`src/rtl/wb_gain_pipe_if.sv`:
```
// rtl/wb_gain_pipe_if.sv - pixel, gain and output handshake bundle for the white-balance gain stage
interface wb_gain_pipe_if #(
  parameter int DW  = 8,
  parameter int GW  = 16,
  parameter int NCH = 4
);
  localparam int CW = (NCH > 1) ? $clog2(NCH) : 1;

  logic              valid_value_i;
  logic              ready_o;
  logic              sof_i;
  logic [CW-1:0]     color_i;
  logic [DW-1:0]     value_i;
  logic              valid_gain_i;
  logic [NCH*GW-1:0] gain_i;
  logic              valid_o;
  logic              ready_i;
  logic              sof_o;
  logic [CW-1:0]     color_o;
  logic [DW-1:0]     value_o;
  logic              sat_o;
  logic [15:0]       sat_cnt_o;

  modport slave (
    input  valid_value_i, sof_i, color_i, value_i, valid_gain_i, gain_i, ready_i,
    output ready_o, valid_o, sof_o, color_o, value_o, sat_o, sat_cnt_o
  );

  modport master (
    output valid_value_i, sof_i, color_i, value_i, valid_gain_i, gain_i, ready_i,
    input  ready_o, valid_o, sof_o, color_o, value_o, sat_o, sat_cnt_o
  );
endinterface

```
`src/rtl/wb_gain_pipe.sv`:
```
// rtl/wb_gain_pipe.sv - per-channel fixed-point gain with round-half-up, saturation and frame stats
module wb_gain_pipe #(
  parameter int DW  = 8,
  parameter int GW  = 16,
  parameter int GF  = 12,
  parameter int NCH = 4
) (
  input logic           clk,
  input logic           rst_n,
  wb_gain_pipe_if.slave bus
);
  localparam int CW  = (NCH > 1) ? $clog2(NCH) : 1;
  localparam int PW  = DW + GW + 1;
  localparam int RSH = (GF > 0) ? GF - 1 : 0;
  localparam logic [GW-1:0]     UNITY  = GW'(1) << GF;
  localparam logic [NCH*GW-1:0] UNITYS = {NCH{UNITY}};
  localparam logic [PW-1:0]     RND    = (GF > 0) ? (PW'(1) << RSH) : '0;
  localparam logic [PW-1:0]     MAXV   = {{(PW-DW){1'b0}}, {DW{1'b1}}};

  logic [NCH*GW-1:0] pend_bank;
  logic [NCH*GW-1:0] act_bank;
  logic [NCH*GW-1:0] sel_bank;
  logic [GW-1:0]     g_sel;

  logic              s1_valid;
  logic              s1_sof;
  logic [CW-1:0]     s1_color;
  logic [DW-1:0]     s1_value;
  logic [GW-1:0]     s1_gain;

  logic              adv;
  logic              accept;
  logic              load;
  logic [PW-1:0]     prod;
  logic [PW-1:0]     rnd;
  logic              sat_c;
  logic [DW-1:0]     val_c;

  assign adv         = !bus.valid_o || bus.ready_i;
  assign bus.ready_o = adv;
  assign accept      = bus.valid_value_i && adv;
  assign load        = accept && bus.sof_i;

  // A sof pixel sees the bank it is about to install, including a same-cycle write.
  assign sel_bank = load ? (bus.valid_gain_i ? bus.gain_i : pend_bank) : act_bank;

  always_comb begin
    g_sel = UNITY;
    if (int'(bus.color_i) < NCH) g_sel = sel_bank[int'(bus.color_i)*GW +: GW];
  end

  assign prod  = PW'(s1_value) * PW'(s1_gain);
  assign rnd   = (prod + RND) >> GF;
  assign sat_c = rnd > MAXV;
  assign val_c = sat_c ? {DW{1'b1}} : rnd[DW-1:0];

  always_ff @(posedge clk) begin
    if (!rst_n) begin
      pend_bank     <= UNITYS;
      act_bank      <= UNITYS;
      s1_valid      <= 1'b0;
      s1_sof        <= 1'b0;
      s1_color      <= '0;
      s1_value      <= '0;
      s1_gain       <= '0;
      bus.valid_o   <= 1'b0;
      bus.sof_o     <= 1'b0;
      bus.color_o   <= '0;
      bus.value_o   <= '0;
      bus.sat_o     <= 1'b0;
      bus.sat_cnt_o <= '0;
    end else begin
      if (bus.valid_gain_i) pend_bank <= bus.gain_i;
      if (load) act_bank <= sel_bank;

      if (adv) begin
        s1_valid <= bus.valid_value_i;
        if (accept) begin
          s1_sof   <= bus.sof_i;
          s1_color <= bus.color_i;
          s1_value <= bus.value_i;
          s1_gain  <= g_sel;
        end
        bus.valid_o <= s1_valid;
        if (s1_valid) begin
          bus.sof_o   <= s1_sof;
          bus.color_o <= s1_color;
          bus.value_o <= val_c;
          bus.sat_o   <= sat_c;
        end
      end

      // Counts the frame currently leaving; restarts on its sof pixel.
      if (bus.valid_o && bus.ready_i) begin
        if (bus.sof_o) bus.sat_cnt_o <= {15'd0, bus.sat_o};
        else if (bus.sat_o && bus.sat_cnt_o != 16'hFFFF) bus.sat_cnt_o <= bus.sat_cnt_o + 16'd1;
      end
    end
  end
endmodule

```
`src/flat_wrapper.sv`:
```
// flat-port wrapper written by rule: the top's interface ports become plain ports
module wb_gain_pipe_flat 
#(
  parameter int DW  = 8,
  parameter int GW  = 16,
  parameter int GF  = 12,
  parameter int NCH = 4
)
  (clk, rst_n, bus_valid_value_i, bus_sof_i, bus_color_i, bus_value_i, bus_valid_gain_i, bus_gain_i, bus_ready_i, bus_ready_o, bus_valid_o, bus_sof_o, bus_color_o, bus_value_o, bus_sat_o, bus_sat_cnt_o);
  wb_gain_pipe_if #(.DW(DW), .GW(GW), .NCH(NCH)) bus_i ();
  input logic clk;
  input logic rst_n;
  input wire logic [$bits(bus_i.valid_value_i)-1:0] bus_valid_value_i;
  input wire logic [$bits(bus_i.sof_i)-1:0] bus_sof_i;
  input wire logic [$bits(bus_i.color_i)-1:0] bus_color_i;
  input wire logic [$bits(bus_i.value_i)-1:0] bus_value_i;
  input wire logic [$bits(bus_i.valid_gain_i)-1:0] bus_valid_gain_i;
  input wire logic [$bits(bus_i.gain_i)-1:0] bus_gain_i;
  input wire logic [$bits(bus_i.ready_i)-1:0] bus_ready_i;
  output wire logic [$bits(bus_i.ready_o)-1:0] bus_ready_o;
  output wire logic [$bits(bus_i.valid_o)-1:0] bus_valid_o;
  output wire logic [$bits(bus_i.sof_o)-1:0] bus_sof_o;
  output wire logic [$bits(bus_i.color_o)-1:0] bus_color_o;
  output wire logic [$bits(bus_i.value_o)-1:0] bus_value_o;
  output wire logic [$bits(bus_i.sat_o)-1:0] bus_sat_o;
  output wire logic [$bits(bus_i.sat_cnt_o)-1:0] bus_sat_cnt_o;
  assign bus_i.valid_value_i = bus_valid_value_i;
  assign bus_i.sof_i = bus_sof_i;
  assign bus_i.color_i = bus_color_i;
  assign bus_i.value_i = bus_value_i;
  assign bus_i.valid_gain_i = bus_valid_gain_i;
  assign bus_i.gain_i = bus_gain_i;
  assign bus_i.ready_i = bus_ready_i;
  assign bus_ready_o = bus_i.ready_o;
  assign bus_valid_o = bus_i.valid_o;
  assign bus_sof_o = bus_i.sof_o;
  assign bus_color_o = bus_i.color_o;
  assign bus_value_o = bus_i.value_o;
  assign bus_sat_o = bus_i.sat_o;
  assign bus_sat_cnt_o = bus_i.sat_cnt_o;
  wb_gain_pipe #(.DW(DW), .GW(GW), .GF(GF), .NCH(NCH)) u_core (.clk(clk), .rst_n(rst_n), .bus(bus_i));
endmodule
```
`config.mk`:
```
export PLATFORM = sky130hd
export DESIGN_NAME = wb_gain_pipe_flat
export DESIGN_NICKNAME = d
export VERILOG_FILES = /design/src/rtl/wb_gain_pipe_if.sv /design/src/rtl/wb_gain_pipe.sv /design/src/flat_wrapper.sv
export SDC_FILE = /design/constraint.sdc
export NUM_CORES = 1
export LEC_CHECK = 0
export ABC_CLOCK_PERIOD_IN_PS = 6400
export CORE_MARGIN = 2
export CORE_UTILIZATION = 45
export CTS_CLUSTER_SIZE = 8
export DETAILED_ROUTE_END_ITERATION = 6
export HOLD_SLACK_MARGIN = 0.06
export MAX_ROUTING_LAYER = met4
export PLACE_DENSITY_LB_ADDON = 0.1
export RECOVER_POWER = 50
export SLEW_MARGIN = 5
export SYNTH_ARGS = -nofsm -noshare
export SYNTH_HDL_FRONTEND = slang
export SYNTH_SLANG_ARGS = --single-unit
```
`constraint.sdc`:
```
create_clock -name clk -period 6.4 [get_ports clk]
set_input_delay 0.96 -clock clk [delete_from_list [all_inputs] [get_ports clk]]
set_output_delay 0.96 -clock clk [all_outputs]
set_load 0.02 [all_outputs]
```
Word-level counts from Yosys, hierarchy flattened --
Index checks and enable logic that the tools add are counted.
Word-level totals: memories 0, word-level logic and storage cells 34, register bits after elaboration 185, input port bits 80, output and inout bits 30, bits in read-only memories 0, RAM bits 0, bits in latches 0
Operators by class: mux-type cells 5, $lt $le $gt $ge 1, eq/ne operators 1, reductions and logical operators 10, bitwise operators 0, add/sub/neg operators 2, shifts and indexed selects 1, divide/modulo/power cells 0, $mul 1
Operators by type and width (number):
- 64-bit 2-to-1 mux | 2
- 64-bit by 7-bit indexed part select with 16-bit output | 1
- 16-bit 2-to-1 mux | 2
- 24-bit by 12-bit adder with 25-bit output, second input constant | 1
- 8-bit by 16-bit multiplier with 24-bit output | 1
- 16-bit by 1-bit adder with 16-bit output, second input constant | 1
- 16-bit != test, second input constant | 1
- 13-bit by 8-bit > comparator with 1-bit output, second input constant | 1
- 8-bit 2-to-1 mux | 1
- 2-bit AND reduction | 3
- 1-bit logical AND | 4
- 2-bit nonzero test | 1
- 1-bit logical NOT | 1
- 1-bit logical OR | 1

Depth between registers and ports, before layout --
depth after elaboration 6, depth in mapped cells 19, mapped depth without buffers 17

Least setup slack after synthesis --
No wires, ideal clock.
path type register -> register, start register u_core.s1_value[6], end register u_core.bus.value_o[0], library setup time 158 ps, path slack 1370 ps, period minus slack after synthesis 5030 ps, buffers on the path 2, arrival 4872 ps, data required time 6242 ps, cell stages (with the launch flop) 20, cells stage by stage dfxtp_1 -> clkbuf_1 -> and2_1 -> fa_1 -> inv_1 -> fa_1 -> inv_1 -> fa_1 -> inv_1 -> fa_1 -> inv_1 -> ha_1 -> and2_1 -> and3_1 -> clkbuf_1 -> a2111o_1 -> o211ai_1 -> a211oi_1 -> a211oi_4 -> a41oi_1
On the way: word-level cells in the longest chain between the ends 4
RTL lines:
- start, declared | line wb_gain_pipe.sv:28 | logic [DW-1:0] s1_value;
- start signal, assigned | line wb_gain_pipe.sv:81 | s1_value <= bus.value_i;
- 8-bit by 16-bit multiplier with 24-bit output * | line wb_gain_pipe.sv:52 | assign prod = PW'(s1_value) * PW'(s1_gain);
- 24-bit by 12-bit adder with 25-bit output * | line wb_gain_pipe.sv:53 | assign rnd = (prod + RND) >> GF;
- 13-bit by 8-bit > comparator with 1-bit output | line wb_gain_pipe.sv:54 | assign sat_c = rnd > MAXV;
- 8-bit 2-to-1 mux * | line wb_gain_pipe.sv:55 | assign val_c = sat_c ? {DW{1'b1}} : rnd[DW-1:0];
- end signal, assigned | line wb_gain_pipe.sv:88 | bus.value_o <= val_c;
- end, declared | line wb_gain_pipe_if.sv:26 | output ready_o, valid_o, sof_o, color_o, value_o, sat_o, sat_cnt_o
Mark *: on every way between the ends. The rest lies on a longest branch, timed or not. A chain may end at the register's enable or synchronous reset.

Worst setup path after layout --
start register u_core.s1_value[7], end register u_core.bus.value_o[0]
The elaborated chain is that of the path after synthesis.

==> results.sh <==
export IMPL_clock_skew_ns=0.0197
export IMPL_worst_setup_path_type="reg2reg"
export IMPL_synth_yosys_seq_area_share_pct=31.6
export IMPL_ctsRootBufferMaster="clkbuf_16"
export IMPL_initial_utilization_pct=45.4
export IMPL_clock_tree_from_tritoncts="built"
export IMPL_critical_path_max_fanout=17
export IMPL_report_final_slew_viol_count=109
export IMPL_cts_resized=0
export IMPL_peak_supply_drop_mv=0.158
export IMPL_global_route_peak_usage_layer="met2"
export IMPL_cts_clk_slew_worst_paths_ns=0.08
export IMPL_drv_max_cap_violation_count=2
export IMPL_critPathLaunchType="flip-flop"
export IMPL_num_io_pins=110
export IMPL_average_routed_wire_per_standard_cell_um=17.2
export IMPL_antenna_found_initial=0
export IMPL_number_of_detailed_routing_iterations_run_before_antenna_repair=5
export IMPL_overflow=0
export IMPL_worstSkewPairLatency_ns=0.44
export IMPL_min_period_ns=5.69
export IMPL_grtUsageTotal_pct=22.3
export IMPL_dp_cells=1633
export IMPL_grt_setup_unrepaired="no"
export IMPL_synth_top_family_by_area="adder cells"
export IMPL_r2r_end="u_core.bus.value_o[0]"
export IMPL_timing_hold_worst_start="u_core.s1_sof"
export IMPL_worst_slew_pin_transition_ns=4.34
export IMPL_grt_met1_usage_pct=28.6
export IMPL_post_route_util_pct=52.4
export IMPL_fp_coreArea_um2=25800
export IMPL_post_cts_buffers=0
export IMPL_post_drt_via_cell_ratio=5.27
export IMPL_cts_made_buffers=17
export IMPL_port_buffer_count=109
export IMPL_post_synth_and_or_nand_nor_area_fraction_pct=16.9
export IMPL_drt_initial_drc_count=496
export IMPL_route_detailed_drc=0
export IMPL_asyncSetResetFlopFracSynth_pct=0
export IMPL_ys_warnings=0
export IMPL_die_area_um2=27400
export IMPL_compound_cell_area_share_of_the_yosys_netlist_pct=11.8
export IMPL_gp_routability_congestion=0.862
export IMPL_max_slew_margin_rel_pct=-189
export IMPL_dpl_hpwl_um=21400
export IMPL_depth_of_the_worst_register_to_register_path=16
export IMPL_whs_path_depth=2
export IMPL_dp_worst_setup_slack_ns=0.744
export IMPL_routed_wl_um=28700
export IMPL_final_cells=1665
export IMPL_critPathArrivalTime_ns=5.96
export IMPL_pwr_density_cell_nw_per_um2=203
export IMPL_critical_path_reg2reg_startpoint="u_core.s1_value[7]"
export IMPL_grt_start_max_net_pins=81
export IMPL_holdBufCountCts=0
export IMPL_vias=8767
export IMPL_grt_pass1_vias=8567
export IMPL_grt_first_pass_wirelength_um=45900
export IMPL_nNetsFinal=1538
export IMPL_finalCritPeriodShare_pct=88.9
export IMPL_final_setup_worst_slack_ns=0.712
export IMPL_met3_usage_grt_pct=2.67
export IMPL_worst_endpoint_required_ns=6.67
export IMPL_synthMostInstantiatedCell="dfxtp_1"
export IMPL_die_y_um=165
export IMPL_fin_hold_ws_ns=0.456
export IMPL_failed_checks="max-capacitance violations, max-slew violations"
export IMPL_antenna_cells=0
export IMPL_synth_adder_area_share_pct=20.4
export IMPL_cts_htree_levels=4
export IMPL_gr_usage_met2_pct=37.5
export IMPL_synth_top_area_cell="dfxtp_1"
export IMPL_die_width_um=165
export IMPL_postSynth_topFlopCell="dfxtp_1"
export IMPL_synth_mux_area_fraction_pct=11.2
export IMPL_hold_end="u_core.bus.sof_o"
export IMPL_synth_cells=1255
export IMPL_report_final_setup_viol=0
export IMPL_avg_cell_area_syn_um2=9.34
export IMPL_clock_path_buffers=2
export IMPL_drive_above_1_share_pct=6.84
export IMPL_fin_setup_tns_ns=0
export IMPL_ant_nets=0
export IMPL_timing_reg2reg_setup_slack_ns=0.71
export IMPL_finalHoldViolCount=0
export IMPL_standard_cell_row_count=59
export IMPL_hold_wc_path_type="reg2reg"
export IMPL_run_status="finished, violations left"
export IMPL_p_leak_uw=0.00609
export IMPL_netlist_area_leader_share_pct=31.6
export IMPL_synth_cells_most_frequent="dfxtp_1, nor2_1, and2_1, inv_1, nand2_1"
export IMPL_synth_xor_area_share_pct=1.42
export IMPL_highest_attainable_clock_frequency_mhz=176
export IMPL_yosys_register_bits=185
export IMPL_synthesis_nets=1476
export IMPL_synth_edff_count=0
export IMPL_crit_path_end_kind="flip-flop"
export IMPL_yosysUniqueCellTypes=59
export IMPL_synth_area_top_cells="dfxtp_1, fa_1, and2_1, ha_1, mux2i_1"
export IMPL_syn2layout_area_growth_pct=15.6
export IMPL_synthesis_area_um2=11700
export IMPL_clkSinkCount=185
-- placed cells by master, fill, tap and decap left out, types with 58 or more instances in the layout --
master,synthesis,layout
fa_1,83,83
inv_1,119,118
and2_1,129,125
nor2_1,138,138
ha_1,58,58
nand2_1,92,92
clkdlybuf4s50_1,0,77
dfxtp_1,185,185
mux2i_1,66,66
a21oi_1,71,71
-- cell families after synthesis --
family                     Yosys count
and+or+nand+nor                    406
AOI/OAI and AO/OA                  203
buffers and inverters              193
DFF                                185
adders and majority gates          141
muxes                              108
xor gates and xnor gates            19
-- report_power, final --
group / total [uW] / leakage, uW / switching (uW) / internal (uW)
combinational: 418 / 0.00428 / 223 / 195
sequential: 1250 / 0.00152 / 42.5 / 1210
clock: 1080 / 0.000293 / 536 / 540
-- worst max-delay path: stages, from the launching register on --
cell and delay [ns]:
dfxtp_1 0.68, nand2_1 0.16, fa_1 0.53, fa_1 0.54, inv_1 0.05, fa_1 0.52
inv_1 0.05, fa_1 0.52, inv_1 0.04, ha_1 0.30, nand4_1 0.11, o221ai_1 0.23
a211oi_1 0.59, nor3_1 0.14, or3_1 0.41, a211oi_4 0.44, a41oi_1 0.19
-- routing by layer --
layer / part of all wire [%] / vias to the layer above
li1: - / 4294
met1: 45 / 4300
met2: 50 / 146
met3: 2.8 / 27
met4: 1.9 / 0
met5: 0 / -
-- through the flow --
| stage | area [um^2] | total power [uW] |
|---|---|---|
| 2_1_floorplan | 11700 | 1550 |
| 3_3_place_gp | 12900 | 1700 |
| 3_5_place_dp | 12900 | 1710 |
| 4_1_cts | 13600 | 2770 |
| 5_1_grt | 13500 | 2870 |
| 6_report | 13500 | 2750 |
-- state kept, by name (all words and copies together) (netlist names), 2 cells and up --
name and cells:
u_core.act_bank 64, u_core.pend_bank 64, u_core.bus.sat_cnt_o 16, u_core.s1_gain 16, u_core.bus.value_o 8, u_core.s1_value 8
u_core.bus.color_o 2, u_core.s1_color 2
-- how the worst max path moves through the flow --
stage | slack, ns | startpoint | end
2_1_floorplan | 1.37 | u_core.s1_value[6] | u_core.bus.value_o[0]
4_1_cts | 0.72 | u_core.s1_value[7] | u_core.bus.value_o[0]
3_5_place_dp | 0.74 | u_core.s1_value[7] | u_core.bus.value_o[0]
5_1_grt | 0.39 | u_core.s1_value[7] | u_core.bus.value_o[0]
3_3_place_gp | 0.81 | u_core.s1_value[7] | u_core.bus.value_o[2]
6_report | 0.71 | u_core.s1_value[7] | u_core.bus.value_o[0]
-- cell type report --
type | instances | area (um^2)
Sequential cell | 185 | 3700
Clock inverter | 14 | 169
Multi-Input combinational cell | 877 | 7230
Timing Repair Buffer | 116 | 1130
Fill cell | 2477 | 12300
Clock buffer | 18 | 439
Inverter | 120 | 453
Tap cell | 335 | 419
No activity file was read; power rests on OpenSTA's default activity.
